--- src/rtl/hazard_ctrl.sv ---
// hazard_ctrl: sequencing controller for the 5-stage MIPS pipeline.
// It inserts load-use bubbles, flushes the front end on a taken branch, and
// freezes the pipeline while data memory is busy. It also keeps a saturating
// stall-cycle counter and a sticky memory-timeout flag.
module hazard_ctrl #(
    parameter int AWIDTH   = 5,
    parameter int LU_STALL = 1,
    parameter int TIMEOUT  = 16,
    parameter int CWIDTH   = 16
) (
    input  logic              h_clk,
    input  logic              h_rst,
    input  logic              h_i_ce,
    input  logic              h_i_id_valid,
    input  logic [AWIDTH-1:0] h_i_id_rs,
    input  logic [AWIDTH-1:0] h_i_id_rt,
    input  logic              h_i_id_uses_rt,
    input  logic              h_i_ex_memread,
    input  logic [AWIDTH-1:0] h_i_ex_rd,
    input  logic              h_i_ex_branch,
    input  logic              h_i_ex_taken,
    input  logic              h_i_mem_busy,
    output logic              h_o_pc_we,
    output logic              h_o_pc_sel,
    output logic              h_o_ifid_we,
    output logic              h_o_ifid_flush,
    output logic              h_o_idex_flush,
    output logic              h_o_back_we,
    output logic [CWIDTH-1:0] h_o_stall_cnt,
    output logic              h_o_timeout
);

    // busy_cnt only needs to reach TIMEOUT, where it saturates
    localparam int BWIDTH = $clog2(TIMEOUT + 1);
    localparam logic [BWIDTH-1:0] BUSY_MAX = BWIDTH'(TIMEOUT);
    localparam logic [1:0]        LU_INIT  = 2'(LU_STALL - 1);

    typedef enum logic {S_RUN, S_STALL} state_t;

    state_t             r_state;
    logic [1:0]         r_lu_cnt;
    logic [BWIDTH-1:0]  r_busy_cnt;
    logic [CWIDTH-1:0]  r_stall_cnt;
    logic               r_timeout;

    logic               w_haz;
    logic               w_taken;

    function automatic logic [CWIDTH-1:0] sat_inc(input logic [CWIDTH-1:0] v);
        return (&v) ? v : v + CWIDTH'(1);
    endfunction

    // A load in EX whose destination is read by the ID instruction; $0 never hazards
    assign w_haz = h_i_id_valid & h_i_ex_memread & (h_i_ex_rd != '0) &
                   ((h_i_ex_rd == h_i_id_rs) | (h_i_id_uses_rt & (h_i_ex_rd == h_i_id_rt)));
    assign w_taken = h_i_ex_branch & h_i_ex_taken;

    assign h_o_stall_cnt = r_stall_cnt;
    assign h_o_timeout   = r_timeout;

    // Pipeline control strobes, decoded by priority: reset, hold, freeze, stall, branch, hazard
    always_comb begin
        h_o_pc_we      = 1'b0;
        h_o_pc_sel     = 1'b0;
        h_o_ifid_we    = 1'b0;
        h_o_ifid_flush = 1'b0;
        h_o_idex_flush = 1'b0;
        h_o_back_we    = 1'b0;
        if (h_rst) begin
            h_o_ifid_flush = 1'b1;
            h_o_idex_flush = 1'b1;
        end else if (!h_i_ce || h_i_mem_busy) begin
            // everything frozen: all strobes stay low
        end else if (r_state == S_STALL) begin
            // EX holds a bubble here, so the EX-stage inputs are ignored
            h_o_idex_flush = 1'b1;
            h_o_back_we    = 1'b1;
        end else if (w_taken) begin
            // the younger instructions, including any hazarding one, are squashed
            h_o_pc_we      = 1'b1;
            h_o_pc_sel     = 1'b1;
            h_o_ifid_we    = 1'b1;
            h_o_ifid_flush = 1'b1;
            h_o_idex_flush = 1'b1;
            h_o_back_we    = 1'b1;
        end else if (w_haz) begin
            h_o_idex_flush = 1'b1;
            h_o_back_we    = 1'b1;
        end else begin
            h_o_pc_we      = 1'b1;
            h_o_ifid_we    = 1'b1;
            h_o_back_we    = 1'b1;
        end
    end

    // Stall FSM, bubble countdown, freeze/timeout tracking and stall statistics
    always_ff @(posedge h_clk) begin
        if (h_rst) begin
            r_state     <= S_RUN;
            r_lu_cnt    <= 2'd0;
            r_busy_cnt  <= '0;
            r_stall_cnt <= '0;
            r_timeout   <= 1'b0;
        end else if (h_i_ce) begin
            if (h_i_mem_busy) begin
                r_stall_cnt <= sat_inc(r_stall_cnt);
                if (r_busy_cnt != BUSY_MAX) begin
                    r_busy_cnt <= r_busy_cnt + BWIDTH'(1);
                end
                // this edge closes the TIMEOUT-th consecutive busy cycle (or a later one)
                if (r_busy_cnt >= BUSY_MAX - BWIDTH'(1)) begin
                    r_timeout <= 1'b1;
                end
            end else begin
                r_busy_cnt <= '0;
                if (r_state == S_STALL) begin
                    r_stall_cnt <= sat_inc(r_stall_cnt);
                    r_lu_cnt    <= r_lu_cnt - 2'd1;
                    if (r_lu_cnt == 2'd1) begin
                        r_state <= S_RUN;
                    end
                end else if (w_taken) begin
                    // branch redirect is not a stall
                end else if (w_haz) begin
                    r_stall_cnt <= sat_inc(r_stall_cnt);
                    if (LU_STALL > 1) begin
                        r_state  <= S_STALL;
                        r_lu_cnt <= LU_INIT;
                    end
                end
            end
        end
    end

endmodule
--- config.mk ---
export PLATFORM = sky130hd
export DESIGN_NAME = hazard_ctrl
export DESIGN_NICKNAME = d
export VERILOG_FILES = /design/src/rtl/hazard_ctrl.sv
export SDC_FILE = /design/constraint.sdc
export NUM_CORES = 1
export LEC_CHECK = 0
export ABC_AREA = 1
export CORE_MARGIN = 8
export CORE_UTILIZATION = 45
export DETAILED_ROUTE_END_ITERATION = 10
export GPL_ROUTABILITY_DRIVEN = 0
export PLACE_DENSITY = 0.79
export SLEW_MARGIN = 20
export SYNTH_ARGS = -nofsm -noshare
export SYNTH_HDL_FRONTEND = slang
export SYNTH_SLANG_ARGS = --single-unit
export TNS_END_PERCENT = 100
--- constraint.sdc ---
create_clock -name h_clk -period 1.35 [get_ports h_clk]
set_input_delay 0.2025 -clock h_clk [delete_from_list [all_inputs] [get_ports h_clk]]
set_output_delay 0.2025 -clock h_clk [all_outputs]
set_load 0.005 [all_outputs]
**Word level (Yosys, flattened, before mapping)**

Cells that the tools add are included.

- Register bits: 25
- Bits in latches: 0
- RAM bits: 0
- Bits in read-only memories: 0
- Bits of input ports: 24
- Output and inout bits: 23
- Logic and storage cells: 58
- Memories: 0

- Add/sub/neg operators: 3
- Multipliers: 0
- Div/mod/pow operators: 0
- $lt $le $gt $ge: 1
- Eq/ne operators: 6
- Shift-type cells: 0
- Mux-type cells: 26
- Bitwise logic cells: 7
- Reductions and logical operators: 10

Operator list:

| cell | count |
|---|---|
| $mux W16 | 5 |
| $mux W1 | 19 |
| $add A16 B1 Y16 const B | 1 |
| $reduce_and A16 Y1 | 1 |
| $eq A5 B5 Y1 | 2 |
| $mux W5 | 2 |
| $reduce_and A3 Y1 | 3 |
| $add A5 B1 Y5 const B | 1 |
| $and A1 B1 Y1 | 5 |
| $ge A5 B4 Y1 const B | 1 |
| $ne A5 B5 Y1 const B | 1 |
| $reduce_bool A5 Y1 | 1 |
| $reduce_and A2 Y1 | 2 |
| $ne A3 B3 Y1 const B | 1 |
| $reduce_bool A3 Y1 | 1 |
| $eq A2 B1 Y1 const B | 1 |
| $ne A2 B1 Y1 const B | 1 |
| $sub A2 B1 Y2 const B | 1 |
| $logic_not A1 Y1 | 1 |
| $logic_or A1 B1 Y1 | 1 |
| $not A1 Y1 | 1 |
| $or A1 B1 Y1 | 1 |

**Logic depth before layout (Yosys ltp)**

- Word-level depth: 9
- Gate-level depth with buffers: 13
- Gate-level depth less buffers: 12

**Worst setup path after synthesis**

Ideal clock, no wire load.

- Kind: reg2reg
- Start: reg r_stall_cnt[0] (netlist: h_o_stall_cnt[0])
- End: reg r_stall_cnt[13] (netlist: h_o_stall_cnt[13])
- Arrival: 1,371 ps
- Setup slack: -147 ps
- Stages on the path, launching flop included: 12
- Buffers on the path: 1
- Cell sequence: dfxtp_1 ha_1 nand2_1 nor2_2 nand2_1 o21ai_2 buf_6 nor2_1 nand3_2 nand2_1 nand2_1 nor2_2

- Word-level cells in the longest chain between the ends: 6
- Elaborated cells between the ends (all ways): 7

Ends and longest elaborated chain:

| element | RTL line | source |
|---|---|---|
| start: declaration | 43 | `logic [CWIDTH-1:0] r_stall_cnt;` |
| start signal: assignment | 106 | `r_stall_cnt <= sat_inc(r_stall_cnt);` |
| start signal: assignment | 117 | `r_stall_cnt <= sat_inc(r_stall_cnt);` |
| start signal: assignment | 125 | `r_stall_cnt <= sat_inc(r_stall_cnt);` |
| $add A16 B1 Y16 or $reduce_and A16 Y1 (tied branches) | 50 | `return (&v) ? v : v + CWIDTH'(1);` |
| $mux W16 * | 50 |  |
| $mux W16 | 124 | `end else if (w_haz) begin` |
| $mux W16 | 122 | `end else if (w_taken) begin` |
| $mux W16 | 116 | `if (r_state == S_STALL) begin` |
| $mux W16 * | 105 | `if (h_i_mem_busy) begin` |

Mark *: on every way between the ends. The rest lies on a longest branch, timed or not. The select of a mux whose other input is x is not followed.
A chain may end at the register's enable or synchronous reset.

**Worst setup path after layout**

- Start: reg r_stall_cnt[0] (netlist: h_o_stall_cnt[0])
- End: reg r_stall_cnt[0] (netlist: h_o_stall_cnt[0])

The elaborated chain is that of the path after synthesis.

==> results.json <==
{
  "run_status": "finished, violations left",
  "failing_checks": "setup timing",
  "grt_setup_unrepaired": "yes",
  "finalMaxSlewViolations": 0,
  "core_area_mm2": 0.00400,
  "layout.area.seq_um2": 526,
  "tritoncts.num_buffers": 3,
  "clock_slew_at_the_register_clock_pins_of_the_worst_setup_and_hold_paths_ns": 0.09,
  "hold_viol": 0,
  "slew-limit-headroom_pct": 78.0,
  "critPathCaptureType": "flip-flop",
  "max_cap_viols": 0,
  "vias": 2406,
  "antenna_found_initial": 0,
  "std_cell_rows": 23,
  "leakagePower_nw": 1.67,
  "seq_total_area_yosys_pct": 26.6,
  "detail_route.wirelength_um": 7100,
  "synth_fp_nets": 342,
  "grt_first_pass_wirelength_um": 9460,
  "nets": 452,
  "cts-root-to-sink-buffers": 2,
  "yosys_warnings": 0,
  "final_period_minus_worst_setup_slack_ns": 1.70,
  "initial_detailed_routing_violation_count": 176,
  "layout_worst_path_cycle_share_pct": 126,
  "floorplan.initialDensity_pct": 47.0,
  "cts_tree": "done",
  "n_antenna_cell": 0,
  "max_freq_mhz": 589,
  "cts-root-buf": "sky130_fd_sc_hd__clkbuf_8",
  "grt_max_degree": 26,
  "r2r_start": "h_o_stall_cnt[0]",
  "drtAntennaViolNets": 0,
  "dr_vias_cell": 5.10,
  "critical_path_peak_fanout": 5,
  "fin_worst_skew_ns": 0.00171,
  "num_io_pins": 47,
  "setup.reg_to_reg.worst_slack_ns": -0.35,
  "worstHoldPathType": "in -> reg",
  "wire_per_inst_um": 15.0,
  "chipWidth_um": 80.6,
  "multi_input_comb_area_mm2": 0.00137,
  "timing_worst_slew_pin_value_ns": 0.330,
  "grt-ovfl-total": 0,
  "grt_pass1_vias": 2200,
  "gr-usage-all-layers_pct": 17.8,
  "post_synth_instance_area_mm2": 0.00188,
  "post-route-drc-count": 0,
  "clock_latency_ns": 0.28,
  "cts_max_level": 1,
  "cts_num_sinks": 25,
  "peakVddDrop_mv": 0.525,
  "hpwl_um": 4070,
  "drt_pass1_iterations": 4,
  "dpl-instance-area_mm2": 0.00274,
  "die_area_mm2": 0.00650,
  "syn-mean-instance-area_um2": 6.00,
  "flop_and_latch_count_out_of_synthesis": 25,
  "setup_ws_final_ns": -0.349,
  "finish.instance_area_mm2": 0.00324,
  "hold_path.startpoint": "h_i_mem_busy",
  "fillerInstances": 236,
  "whs_endpoint": "h_o_timeout",
  "critPathLaunchType": "flip-flop",
  "total_power_mw": 1.68,
  "timing.final.setup_violations": 20,
  "area_growth_pct": 72.5,
  "crit-reg2reg-capture": "h_o_stall_cnt[0]",
  "critical_path_required_ns": 1.56,
  "worst-endpoint-arrival_ns": 1.91,
  "reg2reg_depth": 11,
  "portBuffers": 46,
  "whs_ns": 0.263,
  "drive_above_1_share_pct": 44.1,
  "synth_cell_types": 29,
  "powerDensity_mw_per_mm2": 518,
  "syn-instance-count": 313,
  "chipHeight_um": 80.6,
  "timing.hold.worst_path_depth": 3,
  "place_worst_setup_slack_ns": -0.782,
  "critPathKind": "reg -> reg"
}
==> critical path, stage by stage (launching register included) <==
cell and delay, ns:
sky130_fd_sc_hd__dfxtp_4 0.37, sky130_fd_sc_hd__ha_4 0.17, sky130_fd_sc_hd__nand2_4 0.06, sky130_fd_sc_hd__nor2_4 0.05, sky130_fd_sc_hd__nand2_4 0.07, sky130_fd_sc_hd__buf_6 0.13, sky130_fd_sc_hd__nor2_4 0.04, sky130_fd_sc_hd__nor2_4 0.21
sky130_fd_sc_hd__nand3_2 0.17, sky130_fd_sc_hd__nand2_1 0.15, sky130_fd_sc_hd__nand2_1 0.08, sky130_fd_sc_hd__nor2_1 0.11
==> worst max-delay path by stage <==
stage / from / end / slack, ns / cells after the start
3_5_place_dp: h_i_ex_rd[0] / h_o_idex_flush / -0.78 / 10
5_1_grt: h_o_stall_cnt[0] / h_o_stall_cnt[0] / -0.40 / 11
4_1_cts: h_o_stall_cnt[0] / h_o_stall_cnt[14] / -0.16 / 12
3_3_place_gp: h_i_ex_rd[0] / h_o_idex_flush / -0.73 / 10
2_1_floorplan: h_o_stall_cnt[0] / h_o_stall_cnt[7] / -0.05 / 11
6_report: h_o_stall_cnt[0] / h_o_stall_cnt[0] / -0.35 / 11
==> synthesized netlist by cell type <==
| master | count | share of area [%] |
|---|---|---|
| sky130_fd_sc_hd__nand2_2 | 1 | 0.33 |
| sky130_fd_sc_hd__and3_1 | 1 | 0.33 |
| sky130_fd_sc_hd__buf_6 | 2 | 1.2 |
| sky130_fd_sc_hd__buf_1 | 1 | 0.20 |
| sky130_fd_sc_hd__o21ai_0 | 5 | 1.3 |
| sky130_fd_sc_hd__ha_1 | 5 | 3.3 |
| sky130_fd_sc_hd__clkbuf_1 | 1 | 0.20 |
| sky130_fd_sc_hd__nand3b_1 | 1 | 0.40 |
| sky130_fd_sc_hd__nand4_1 | 13 | 4.3 |
| sky130_fd_sc_hd__and2_1 | 1 | 0.33 |
| sky130_fd_sc_hd__nand3_2 | 10 | 5.3 |
| sky130_fd_sc_hd__xor2_1 | 2 | 0.93 |
| sky130_fd_sc_hd__nor2_2 | 6 | 2.0 |
| sky130_fd_sc_hd__o21ai_2 | 1 | 0.47 |
| sky130_fd_sc_hd__dfxtp_1 | 25 | 27 |
| sky130_fd_sc_hd__a21oi_1 | 6 | 1.6 |
| sky130_fd_sc_hd__nor2_1 | 55 | 11 |
| sky130_fd_sc_hd__nand2_4 | 1 | 0.60 |
| sky130_fd_sc_hd__nand2_8 | 1 | 1.1 |
| sky130_fd_sc_hd__buf_4 | 3 | 1.2 |
| sky130_fd_sc_hd__buf_2 | 1 | 0.27 |
| sky130_fd_sc_hd__nand3_1 | 17 | 4.5 |
| sky130_fd_sc_hd__buf_12 | 1 | 1.1 |
| sky130_fd_sc_hd__inv_2 | 4 | 0.80 |
| sky130_fd_sc_hd__a41oi_1 | 1 | 0.47 |
| sky130_fd_sc_hd__o311ai_0 | 1 | 0.47 |
| sky130_fd_sc_hd__nand2_1 | 89 | 18 |
| sky130_fd_sc_hd__xnor2_1 | 1 | 0.47 |
| sky130_fd_sc_hd__inv_1 | 57 | 11 |
==> registers in the layout (all words and copies together), names as in the netlist <==
register	flops
h_o_stall_cnt	16
h_o_timeout	1
r_busy_cnt	5
r_lu_cnt	2
r_state	1
==> layer usage <==
metal	track usage (%)	wire, µm	share of wire (%)	vias up
met3	1.67	328	4.6	26
met4	8.73	221	3.1	0
met2	33.7	3810	54	80
li1	-	-	-	1170
met5	0	0	0	-
met1	18.9	2740	39	1130
==> logic make-up (layout without fill, tap and decap cells) <==
logic type,count (synthesis),after routing,synth area share (%)
AND/OR/NAND/NOR,196,197,48.0
buffers and inverters,70,178,16.3
flip-flops,25,25,26.6
AO/OA/AOI/OAI,14,14,4.33
adder cells (fa/ha/maj),5,5,3.33
XOR/XNOR,3,3,1.40
==> layout by cell type, fill, tap and decap left out, drive strengths merged, types with 2 or more instances in the layout <==
cell type,netlist,final
dfxtp,25,25
dlygate4sd2,0,17
nor2,61,61
dlymetal6s2s,0,6
nand4,13,13
xor2,2,2
clkbuf,1,12
a21oi,6,6
o21ai,6,6
nand2,92,93
ha,5,5
clkdlybuf4s15,0,2
buf,8,79
nand3,27,27
inv,61,61
==> layout make-up <==
cell class / instances / area share, %
multi-input cells: 219 / 42.2
repair buffers: 113 / 31.1
flip-flops and latches: 25 / 16.2
inverters: 61 / 7.22
well taps: 50 / 1.93
clock buffers: 4 / 1.39
==> power breakdown <==
part	switching, mW	internal [mW]
Sequential	0.0103	0.747
Clock	0.271	0.213
Combinational	0.226	0.213
Total	0.508	1.17
==> what timing repair did <==
item	4_1_cts	5_1_grt
gates resized for setup	116	99
setup endpoints to repair	44	31
hold buffers	0	0
setup buffers	8	8
gates cloned	0	2
pin swaps	40	74
==> through the flow <==
stage | cells | utilization, % | TNS, ns
3_5_place_dp | 450 | 68.5 | -14.96
5_1_grt | 472 | 81.0 | -5.25
4_1_cts | 462 | 73.2 | -1.83
2_1_floorplan | 313 | - | -0.469
3_3_place_gp | 450 | 68.5 | -13.42
6_report | 472 | 81.0 | -3.44
(Power assumes the default switching activity.)
